===== config.mk =====
export PLATFORM = sky130hd
export DESIGN_NAME = nibble_serial_comparator
export DESIGN_NICKNAME = d
export VERILOG_FILES = /design/src/rtl/nibble_serial_comparator.sv
export SDC_FILE = /design/constraint.sdc
export NUM_CORES = 1
export LEC_CHECK = 0
export CORE_UTILIZATION = 54
export DETAILED_ROUTE_END_ITERATION = 6
export PLACE_DENSITY_LB_ADDON = 0.05
export SLEW_MARGIN = 20
export SYNTH_ARGS = -nofsm -noshare
export SYNTH_HDL_FRONTEND = slang
export SYNTH_SLANG_ARGS = --single-unit

===== constraint.sdc =====
create_clock -name clk -period 3.6 [get_ports clk]
set_clock_uncertainty 0.15 [all_clocks]
set_input_delay 0.72 -clock clk [delete_from_list [all_inputs] [get_ports clk]]
set_output_delay 0.72 -clock clk [all_outputs]
set_load 0.02 [all_outputs]

===== src/rtl/nibble_serial_comparator.sv =====
// nibble_serial_comparator
// Sequential unsigned magnitude comparator for two WIDTH-bit operands.
// One 4-bit nibble is compared per clock, least significant nibble first,
// with the lt/eq/gt cascade state held in registers and fed back each cycle.
// Because later (more significant) nibbles override earlier decisions, the
// final cascade value is the magnitude order of the full operands.
//
// Optional feature macro: CASCADE_IN_EN
//   When defined, adds lt_in/eq_in/gt_in. They are sampled on the accept edge
//   as the initial cascade state, so several blocks can be chained for
//   operands wider than WIDTH. When undefined, the initial state is 010.
//
// Handshake rules (both ports): a transfer happens on a rising clock edge
// where valid && ready are both high. The producer holds a/b stable with
// in_valid until accepted. Once out_valid rises, the result is held until
// out_ready is seen high. in_ready is high only in IDLE, so a new pair is
// never accepted while a result is pending.
//
// state_dbg exposes the FSM state (0=IDLE, 1=RUN, 2=DONE) for observation.

module nibble_serial_comparator #(
  parameter int WIDTH = 16
) (
  input  logic             clk,
  input  logic             rst_n,
  input  logic             in_valid,
  output logic             in_ready,
  input  logic [WIDTH-1:0] a,
  input  logic [WIDTH-1:0] b,
`ifdef CASCADE_IN_EN
  input  logic             lt_in,
  input  logic             eq_in,
  input  logic             gt_in,
`endif
  output logic             out_valid,
  input  logic             out_ready,
  output logic             a_lt_b,
  output logic             a_eq_b,
  output logic             a_gt_b,
  output logic [1:0]       state_dbg
);

  localparam int N    = WIDTH / 4;
  localparam int IDXW = (N > 1) ? $clog2(N) : 1;
  localparam logic [IDXW-1:0] LAST_IDX = IDXW'(N - 1);

  typedef enum logic [1:0] {
    IDLE = 2'd0,
    RUN  = 2'd1,
    DONE = 2'd2
  } state_t;

  state_t           state;
  logic [WIDTH-1:0] a_sh;
  logic [WIDTH-1:0] b_sh;
  logic [IDXW-1:0]  idx;
  logic [2:0]       casc;       // {lt, eq, gt}
  logic [2:0]       casc_next;
  logic [2:0]       casc_init;
  logic [3:0]       a_nib;
  logic [3:0]       b_nib;

  assign state_dbg = state;

  // The current nibble is always the low nibble of the shift registers.
  assign a_nib = a_sh[3:0];
  assign b_nib = b_sh[3:0];

`ifdef CASCADE_IN_EN
  assign casc_init = {lt_in, eq_in, gt_in};
`else
  assign casc_init = 3'b010;
`endif

  // Cascade update for one nibble: a difference decides, equality passes
  // the less significant decision through unchanged.
  always_comb begin
    casc_next = casc;
    if (a_nib > b_nib) begin
      casc_next = 3'b001;
    end else if (a_nib < b_nib) begin
      casc_next = 3'b100;
    end
  end

  // Control FSM with registered handshake signals and result flags.
  always_ff @(posedge clk or negedge rst_n) begin
    if (!rst_n) begin
      state     <= IDLE;
      in_ready  <= 1'b1;
      out_valid <= 1'b0;
      a_lt_b    <= 1'b0;
      a_eq_b    <= 1'b0;
      a_gt_b    <= 1'b0;
      idx       <= '0;
      casc      <= 3'b000;
      a_sh      <= '0;
      b_sh      <= '0;
    end else begin
      case (state)
        IDLE: begin
          if (in_valid && in_ready) begin
            a_sh     <= a;
            b_sh     <= b;
            casc     <= casc_init;
            idx      <= '0;
            in_ready <= 1'b0;
            state    <= RUN;
          end
        end
        RUN: begin
          casc <= casc_next;
          a_sh <= a_sh >> 4;
          b_sh <= b_sh >> 4;
          if (idx == LAST_IDX) begin
            // Final nibble: publish the result in the same edge so the
            // flags and out_valid rise together.
            out_valid <= 1'b1;
            a_lt_b    <= casc_next[2];
            a_eq_b    <= casc_next[1];
            a_gt_b    <= casc_next[0];
            state     <= DONE;
          end else begin
            idx <= idx + 1'b1;
          end
        end
        DONE: begin
          if (out_valid && out_ready) begin
            out_valid <= 1'b0;
            a_lt_b    <= 1'b0;
            a_eq_b    <= 1'b0;
            a_gt_b    <= 1'b0;
            idx       <= '0;
            in_ready  <= 1'b1;
            state     <= IDLE;
          end
        end
        default: begin
          state     <= IDLE;
          in_ready  <= 1'b1;
          out_valid <= 1'b0;
          a_lt_b    <= 1'b0;
          a_eq_b    <= 1'b0;
          a_gt_b    <= 1'b0;
          idx       <= '0;
        end
      endcase
    end
  end

endmodule


==> results of run 1 <==
==> logic make-up (layout without fill, tap and decap cells) <==
family                     Yosys count  in the layout  share of synthesized area, %
AOI/OAI and AO/OA                   53             53                          16.6
adders and majority gates            5              5                          3.01
buffers and inverters               16             59                          5.72
DFF                                 44             44                          53.1
and+or+nand+nor                     44             44                          9.52
muxes                               25             25                          12.1
==> per-layer routing <==
layer | track usage [%] | wire (µm) | up-vias
met5 | 0 | 0 | -
met4 | 7.10 | 37 | 0
met3 | 5.36 | 146 | 4
met2 | 33.9 | 1880 | 33
met1 | 28.6 | 1730 | 721
li1 | - | - | 748
==> power by group <==
part / total [W] / switching, W / internal [W]
Clock: 0.000370 / 0.000165 / 0.000205
Sequential: 0.000850 / 0.000135 / 0.000715
Combinational: 0.000905 / 0.000481 / 0.000424
Total: 0.00213 / 0.000781 / 0.00134
==> final cells by class <==
cell class              count  area (µm²)  share of cell area, %
flip-flops and latches     44        1100                   42.4
multi-input cells         127         856                   32.9
repair buffers             45         450                   17.3
clock buffers               5        68.8                   2.64
well taps                  48        60.1                   2.31
clock inverters             3        42.5                   1.63
inverters                   6        22.5                  0.865
==> worst max-delay path by stage <==
stage / startpoint / to / cells after the start
2_1_floorplan: in_valid / a_sh[0] / 6
3_3_place_gp: in_valid / a_sh[12] / 4
3_5_place_dp: in_valid / a_sh[13] / 4
4_1_cts: in_ready / in_ready / 1
5_1_grt: state_dbg[0] / b_sh[2] / 4
6_report: state_dbg[1] / state_dbg[1] / 1
==> flip-flops by register name, summed over array words and instances (netlist names) <==
register and flops:
state_dbg 2, b_sh 16, a_gt_b 1, in_ready 1, casc 3, a_sh 16
a_eq_b 1, out_valid 1, a_lt_b 1, idx 2
==> cells in the mapped netlist, drive strengths merged (2+ instances only) <==
cell,number
nor2,4
nand2,29
a22o,10
o31ai,3
mux2i,24
dfrtp,43
o22a,2
and3,2
nor2b,3
ha,5
a2bb2oi,2
inv,6
o21ai,29
buf,9
or2,2
==> per-stage QoR <==
| step | cell area (µm²) | utilization [%] | total power [W] | worst slack, ps | hold WS, ps |
|---|---|---|---|---|---|
| after detailed placement | 2470 | 67.0 | 0.00177 | 1090 | 320 |
| final | 2600 | 70.6 | 0.00213 | 1270 | 154 |
| after global routing | 2600 | 70.6 | 0.00231 | 1190 | 156 |
| after global placement | 2470 | 67.0 | 0.00172 | 1210 | 310 |
| after CTS | 2580 | 70.0 | 0.00214 | 1260 | 338 |
| after floorplan | 2080 | - | 0.00159 | 1910 | 274 |
==> metrics.md, run 1 <==
| Metric | Value |
|---|---|
| Run status | complete, no violations |
| Mapped Avg Cell Area | around 11 µm² |
| Largest net degree at the start of global routing | 58 |
| CTS max path bufs | 2 |
| Max Transition Viols Final | 0 |
| Distinct cells, synth | 35 |
| Crit path arrival time | ~1500 ps |
| Dpl hpwl | 2.78 mm |
| Syn Inst Count | around 190 |
| Final min period | around 2300 ps |
| CP Data Required Time | 2730 ps |
| Die extent in y | between 60 and 70 µm |
| Remaining antenna violation count | 0 |
| Fraction of layout instances using a drive strength above 1 | ~7.4% |
| CP Class | register to output pin |
| CTS tree | built |
| Area growth, synth to finish | 25.3% |
| Die X | approximately 64 µm |
| Synth Warn # | 0 |
| Crit start category | register |
| Gr ovfl total | 0 |
| Worst path slowest cell | clkdlybuf4s50_1 |
| Largest cells by area after synthesis | dfrtp_1 (52%), mux2i_1 (12%), nand2_1 (5.2%) |
| Pwr per Cell Area | around 820 mW/mm² |
| Synth top area share | between 50 and 60% |
| Ports | 43 |
| Static leakage | 1.17 nW |
| First-pass detailed-route iteration total | 4 |
| Most frequent cells in the layout | dfrtp_1 (43), clkdlybuf4s50_1 (41), nand2_1 (29) |
| Initial antenna violation count | 0 |
| Initial core utilization | between 50% and 60% |
| Post-synthesis sequential area ratio | between 50% and 60% |
| Clock-pin slew on the worst setup and hold paths | around 80 ps |
| Tightest Hold Check Type | input port to asynchronous set/reset pin |
| Fillers | 301 |
| Vias per cell | about 5.4 |
| CTS H-Tree Depth | 2 |
| Area leader, netlist | dfrtp_1 |
| Unrepaired setup endpoints after global routing | false |
| R2R Path Start | state_dbg[0] |
| Nets | 270 |
| Flops & latches, synth | 44 |
| Gr usage total | about a fifth |
| Max-cap viol count | 0 |
| Sequence of cells on the critical path | clkdlybuf4s50_1 |
| Core ar. | about 0.0037 mm² |
| Clock Root Buffer | clkbuf_8 |
| Mapped Nets | approximately 230 |
| CP max FO | 9 |
| Buf+Inv Stages, Crit Path | 1 |
| Synth Cell Area | ~0.0021 mm² |
| CP Capture Type | output pin |
| Setup TNS | 0 ps |
| Post-cts resize count | 0 |
| Number of flops mapped to enable cells by yosys | 0 |
| Cell family with most CP delay | buffers and inverters |
| Vias post-DR | roughly 1500 |
| Fmax | roughly 430 MHz |
| DRC viols | 0 |
| Clk Latency, worst-skew pair | 300 ps |
| Clock Sinks | 44 |
| Iter 0 DRT Violations | ~110 |
| Fin crit share | 64.7% |
| Total Routed Length | around 3.8 mm |
| Cells after DPL | approximately 270 |
| Die ar. | a little over 0.004 mm² |
| Fin. Hold Viols | 0 |
| Primary FF master, synth | dfrtp_1 |
| Post-CTS Setup Bufs | 0 |
| Crit Reg-Reg Endpoint | b_sh[2] |
| CTS buffer count | 5 |
| First-pass GRT wire length | roughly 6.6 mm |
| IO buf count | 42 |
| Async SR Flop Fraction | 100% |
| Worst stage delay on the critical path | between 600 and 700 ps |
| Register-to-register setup slack | 1390 ps |
| Worst-margin pin slew | 795 ps |
| Reg2reg path depth | 4 |
| Routed WL per cell | about 14 µm |
| Final setup fails | 0 |
| RePlAce Congestion | approximately 0.74 |
| Antenna cell count | 0 |
| Rows | 22 |
| Vias in the first global route | 1476 |
| Most common cell after layout, fill and taps aside | dfrtp_1 |
| Post-CTS Hold Buffers | 0 |
| Finished Layout Cells | between 200 and 300 |
| Worst vdd rail ir drop | 0.000464 V |
| Rel. slew slack | 46.8% |
Power figures use the tool's default switching activity.
==> inputs of run 2 (changes only) <==
--- a/config.mk
+++ b/config.mk
@@ -5,7 +5,7 @@
 export SDC_FILE = /design/constraint.sdc
 export NUM_CORES = 1
 export LEC_CHECK = 0
-export CORE_UTILIZATION = 54
+export CORE_UTILIZATION = 50
 export DETAILED_ROUTE_END_ITERATION = 6
 export PLACE_DENSITY_LB_ADDON = 0.05
 export SLEW_MARGIN = 20
==> constraint.sdc (replaced) <==
create_clock -name clk -period 2.22 [get_ports clk]
set_clock_uncertainty 0.15 [all_clocks]
set_input_delay 0.444 -clock clk [delete_from_list [all_inputs] [get_ports clk]]
set_output_delay 0.444 -clock clk [all_outputs]
set_load 0.02 [all_outputs]
==> run 2 against run 1 <==
Sequential power rose by 62%. Flip-flop and latch count is the same. Wire length is 3.3% higher. Final cell count up 0.72%. Combinational power is 69% higher. Die area increased by 7.7%. Critical path depth unchanged. Critical endpoint unchanged. Setup slack got worse by 1100 ps. Cell area is 0.19% lower. Worst hold slack worse by 85 ps. Via count shrank 2.4%. Highest routed layer unchanged.
==> metrics.md, run 2 (same netlist as run 1, synthesis figures left out) <==
| Metric | Value |
|---|---|
| First-pass GRT wire length | slightly below 7 mm |
| R2R Path Start | a_sh[1] |
| Die X | between 60 and 70 µm |
| Post-CTS Setup Bufs | 0 |
| Pre-CTS WS | 7.37 ps |
| Placement Cell Area | roughly 0.0025 mm² |
| Max Transition Viols Final | 0 |
| Worst-margin pin slew | 722 ps |
| Final instance area | 0.00260 mm² |
| Clk Latency, worst-skew pair | roughly 280 ps |
| Vias post-DR | roughly 1500 |
| CP Class | register to output pin |
| Rows | 23 |
| Nets | approximately 270 |
| Biggest regs | a_sh: 16 flops, b_sh: 16 flops, casc: 3 flops |
| Initial core utilization | between 50% and 60% |
| Fin crit share | a little over 90% |
| Worst setup path startpoint | state_dbg[1] |
| Sequence of cells on the critical path | clkdlybuf4s50_1 |
| Post-cts resize count | 0 |
| Die extent in y | about 66 µm |
| Tightest Hold Check Type | input port to asynchronous set/reset pin |
| CTS buffer count | 5 |
| Run status | complete, no violations |
| Rel. slew slack | between 50% and 60% |
| Cell family with most CP delay | buffers and inverters |
| Register-to-register setup slack | 410 ps |
| Most common cell after layout, fill and taps aside | dfrtp_1 |
| Static leakage | 1.18 nW |
| Max-cap viol count | 0 |
| Core ar. | 0.00400 mm² |
| Total Routed Length | 3.92 mm |
| Die ar. | approximately 0.0044 mm² |
| First-pass detailed-route iteration total | 4 |
| Post-CTS Hold Buffers | 0 |
| Gr ovfl total | 0 |
| Final WS setup | roughly 180 ps |
| Final min period | 2040 ps |
| Ports | 43 |
| Iter 0 DRT Violations | between 80 and 90 |
| Crit. path cell count | 1 |
| Crit Reg-Reg Endpoint | a_eq_b |
| CP max FO | 9 |
| Clock Sinks | 44 |
| Gr usage total | between 20% and 30% |
| Vias per cell | approximately 5.3 |
| Most frequent cells in the layout | dfrtp_1 (43), clkdlybuf4s50_1 (41), nand2_1 (29) |
| Clock-pin slew on the worst setup and hold paths | around 70 ps |
| Initial antenna violation count | 0 |
| Clock Root Buffer | clkbuf_8 |
| Setup TNS | 0 ps |
| Antenna cell count | 0 |
| Area growth, synth to finish | 25.1% |
| DRC viols | 0 |
| Worst vdd rail ir drop | 0.000842 V |
| Tot Pwr | 0.00342 W |
| Critical path endpoint | state_dbg[1] |
| Final setup fails | 0 |
| Worst path slowest cell | clkdlybuf4s50_1 |
| CTS tree | built |
| Worst stage delay on the critical path | 660 ps |
| CP Data Required Time | roughly 1600 ps |
| Crit path arrival time | 1450 ps |
| Routed WL per cell | 14.0 µm |
| Vias in the first global route | between 1000 and 1500 |
| Crit start category | register |
| Remaining antenna violation count | 0 |
| Fmax | 490 MHz |
| Unrepaired setup endpoints after global routing | false |
| Dpl hpwl | approximately 2.9 mm |
| CTS H-Tree Depth | 2 |
| Reg2reg path depth | 5 |
| CP Capture Type | output pin |
| RePlAce Congestion | slightly above 0.7 |
| Buf+Inv Stages, Crit Path | 1 |
| Pwr per Cell Area | between 1000 and 1500 mW/mm² |
| CTS max path bufs | 2 |
| Fraction of layout instances using a drive strength above 1 | under 10% |
| Fin. Hold Viols | 0 |
| Largest net degree at the start of global routing | 58 |
| IO buf count | 42 |
==> run 2: changes by cell type in the layout (fill, tap and decap cells not counted) <==
cell | previous run | this run
buf_4 | 2 | 3
bufinv_16 | 1 | 0
clkbuf_8 | 5 | 7
clkinv_2 | 1 | 0
clkinvlp_4 | 1 | 0
==> run 2: layout make-up <==
class	count	area [µm²]
Timing Repair Buffer	46	458
Sequential cell	44	1100
Clock buffer	7	96.3
Multi-Input combinational cell	127	856
Tap cell	50	62.6
Fill cell	332	1400
Inverter	6	22.5
==> run 2: how the worst min path moves through the flow <==
| stage | start | endpoint | slack (ps) | depth (start not counted) |
|---|---|---|---|---|
| floorplan | rst_n | a_eq_b | -2 | 0 |
| global placement | a_gt_b | a_gt_b | 310 | 2 |
| detailed placement | b_sh[3] | b_sh[3] | 330 | 2 |
| CTS | rst_n | b_sh[7] | 90 | 2 |
| global route | rst_n | casc[0] | 110 | 2 |
| finish | rst_n | b_sh[5] | 70 | 2 |
==> run 2: through the flow <==
| stage | utilization (%) | hold WS (ps) | instances |
|---|---|---|---|
| 6_report | 64.9 | 68.3 | 280 |
| 2_1_floorplan | - | -1.59 | 187 |
| 3_5_place_dp | 62.5 | 328 | 273 |
| 5_1_grt | 64.9 | 115 | 280 |
| 4_1_cts | 64.9 | 88.4 | 280 |
| 3_3_place_gp | 62.5 | 311 | 273 |
==> run 2: power breakdown <==
| part | internal, W | leakage (nW) | switching, W | total [W] |
|---|---|---|---|---|
| Clock | 0.000277 | 0.0503 | 0.000237 | 0.000514 |
| Sequential | 0.00116 | 0.566 | 0.000221 | 0.00138 |
| Combinational | 0.000724 | 0.561 | 0.000801 | 0.00153 |
| Total | 0.00216 | 1.18 | 0.00126 | 0.00342 |
==> run 2: metal layers <==
| metal | track usage [%] | part of all wire [%] | vias up |
|---|---|---|---|
| li1 | - | - | 746 |
| met1 | 27.4 | 46 | 697 |
| met2 | 34.3 | 50 | 25 |
| met3 | 6.51 | 3.3 | 2 |
| met4 | 6.38 | 0.71 | 0 |
| met5 | 0 | 0 | - |
==> inputs of run 3 (changes only) <==
--- a/config.mk
+++ b/config.mk
@@ -5,7 +5,7 @@
 export SDC_FILE = /design/constraint.sdc
 export NUM_CORES = 1
 export LEC_CHECK = 0
-export CORE_UTILIZATION = 50
+export CORE_UTILIZATION = 54
 export DETAILED_ROUTE_END_ITERATION = 6
 export PLACE_DENSITY_LB_ADDON = 0.05
 export SLEW_MARGIN = 20
==> constraint.sdc (replaced) <==
create_clock -name clk -period 2.45 [get_ports clk]
set_clock_uncertainty 0.15 [all_clocks]
set_input_delay 0.49 -clock clk [delete_from_list [all_inputs] [get_ports clk]]
set_output_delay 0.49 -clock clk [all_outputs]
set_load 0.02 [all_outputs]
==> run 3 against run 2 <==
Highest routed layer unchanged. Cell area is essentially flat. Utilization rose by 5.6 points. Combinational power shrank 9%. Flip-flop and latch count did not move. Register-to-register slack improved by 190 ps. Global-route usage grew 0.76 points. Critical path type unchanged. Largest power group unchanged.
==> metrics.md, run 3 (same netlist as run 1, synthesis figures left out) <==
| Metric | Value |
|---|---|
| Buf+Inv Stages, Crit Path | 1 |
| CTS H-Tree Depth | 2 |
| Total Routed Length | between 3 and 4 mm |
| Placement Cell Area | around 0.0025 mm² |
| Biggest regs | a_sh: 16 flops, b_sh: 16 flops, casc: 3 flops |
| CTS tree | built |
| Dpl hpwl | 2.93 mm |
| Worst stage delay on the critical path | approximately 660 ps |
| Core ar. | 0.00369 mm² |
| Run status | complete, no violations |
| Vias in the first global route | about 1500 |
| Reg2reg path depth | 4 |
| Routed WL per cell | ~14 µm |
| Ports | 43 |
| Worst path slowest cell | clkdlybuf4s50_1 |
| Worst vdd rail ir drop | 0.000694 V |
| Most frequent cells in the layout | dfrtp_1 (43), clkdlybuf4s50_1 (41), nand2_1 (29) |
| Remaining antenna violation count | 0 |
| Sw Share | roughly 37% |
| Fraction of layout instances using a drive strength above 1 | 7.76% |
| Tightest Hold Check Type | input port to asynchronous set/reset pin |
| Register-to-register setup slack | 600 ps |
| Fin crit share | 86.3% |
| R2R Path Start | state_dbg[1] |
| CTS max path bufs | 2 |
| Clk Latency, worst-skew pair | approximately 300 ps |
| Clock network fraction of total power | between 10% and 20% |
| Largest net degree at the start of global routing | 45 |
| Int Power | between 0.0015 and 0.002 W |
| Sequence of cells on the critical path | clkdlybuf4s50_1 |
| CP max FO | 9 |
| Part of the power in registers | 40.3% |
| Final instance area | 0.00260 mm² |
| Vias per cell | 5.39 |
| Most common cell after layout, fill and taps aside | dfrtp_1 |
| Die extent in y | roughly 64 µm |
| CP Class | register to output pin |
| CP Data Required Time | 1810 ps |
| Post-CTS Hold Buffers | 0 |
| Clock Root Buffer | clkbuf_8 |
| RePlAce Congestion | ~0.78 |
| Crit path arrival time | 1470 ps |
| Cell family with most CP delay | buffers and inverters |
| First-pass GRT wire length | 6.74 mm |
| Post-layout util | between 70% and 80% |
| Final setup fails | 0 |
| Rows | 22 |
| Static leakage | about 1.2 nW |
| Clock Sinks | 44 |
| Fin. Hold Viols | 0 |
| Crit Reg-Reg Endpoint | a_sh[14] |
| Final min period | 2110 ps |
| Rel. slew slack | between 40% and 50% |
| Worst-margin pin slew | 796 ps |
| Die X | ~64 µm |
| Unrepaired setup endpoints after global routing | false |
| Initial antenna violation count | 0 |
| Vias post-DR | 1510 |
| Gr ovfl total | 0 |
| Area growth, synth to finish | 25.2% |
| Setup TNS | 0 ps |
| Gr usage total | about 22% |
| Fmax | approximately 470 MHz |
| Pwr per Cell Area | roughly 1200 mW/mm² |
| Tot Pwr | around 0.0031 W |
| DRC viols | 0 |
| Post-cts resize count | 0 |
| Net Sw Power | 0.00117 W |
| Worst hold slack | between 100 and 150 ps |
| First-pass detailed-route iteration total | 4 |
| Die ar. | approximately 0.004 mm² |
| Antenna cell count | 0 |
| Max Transition Viols Final | 0 |
| IO buf count | 42 |
| Clock-pin slew on the worst setup and hold paths | ~80 ps |
| Post-CTS Setup Bufs | 0 |
| Crit start category | register |
| Nets | roughly 270 |
| CP Capture Type | output pin |
| CTS buffer count | 5 |
| Gate power share | between 40 and 50% |
| Iter 0 DRT Violations | 71 |
| Max-cap viol count | 0 |
| Initial core utilization | between 50 and 60% |
[run 3: changes by cell type in the layout (fill, tap and decap cells not counted), sizes merged]
cell and change:
buf +1, clkinvlp +1
[run 3: layout make-up]
type / count / area, µm²
Clock inverter: 1 / 7.51
Multi-Input combinational cell: 127 / 856
Inverter: 6 / 22.5
Fill cell: 308 / 1090
Tap cell: 48 / 60.1
Timing Repair Buffer: 47 / 465
Sequential cell: 44 / 1100
Clock buffer: 7 / 86.3
[run 3: power groups by stage]
stage | Combinational, W | Sequential [W] | Clock (W)
5_1_grt | 0.00156 | 0.00130 | 0.000508
3_3_place_gp | 0.00134 | 0.00125 | 0
4_1_cts | 0.00140 | 0.00126 | 0.000477
6_report | 0.00139 | 0.00126 | 0.000473
3_5_place_dp | 0.00140 | 0.00127 | 0
2_1_floorplan | 0.00108 | 0.00126 | 0
[run 3: worst max path at each step]
stage / from / endpoint / cells past startpoint
floorplan: a_sh[1] / a_eq_b / 5
global placement: in_valid / a_sh[15] / 4
detailed placement: in_valid / a_sh[14] / 4
CTS: state_dbg[1] / state_dbg[1] / 1
global route: state_dbg[1] / state_dbg[1] / 1
finish: state_dbg[1] / state_dbg[1] / 1
[run 3: per-layer routing]
metal	GRT usage, %	share of wire, %	wire length [µm]	up-vias
met5	0	0	0	-
met1	28.0	45	1770	719
met2	36.4	49	1940	34
li1	-	-	-	750
met4	6.82	1.2	46	0
met3	5.89	4.6	181	7
[run 3: metrics by stage]
step	setup WS (ps)	std cells
global placement	287	272
global route	276	280
finish	336	280
detailed placement	143	272
CTS	334	280
floorplan	777	187
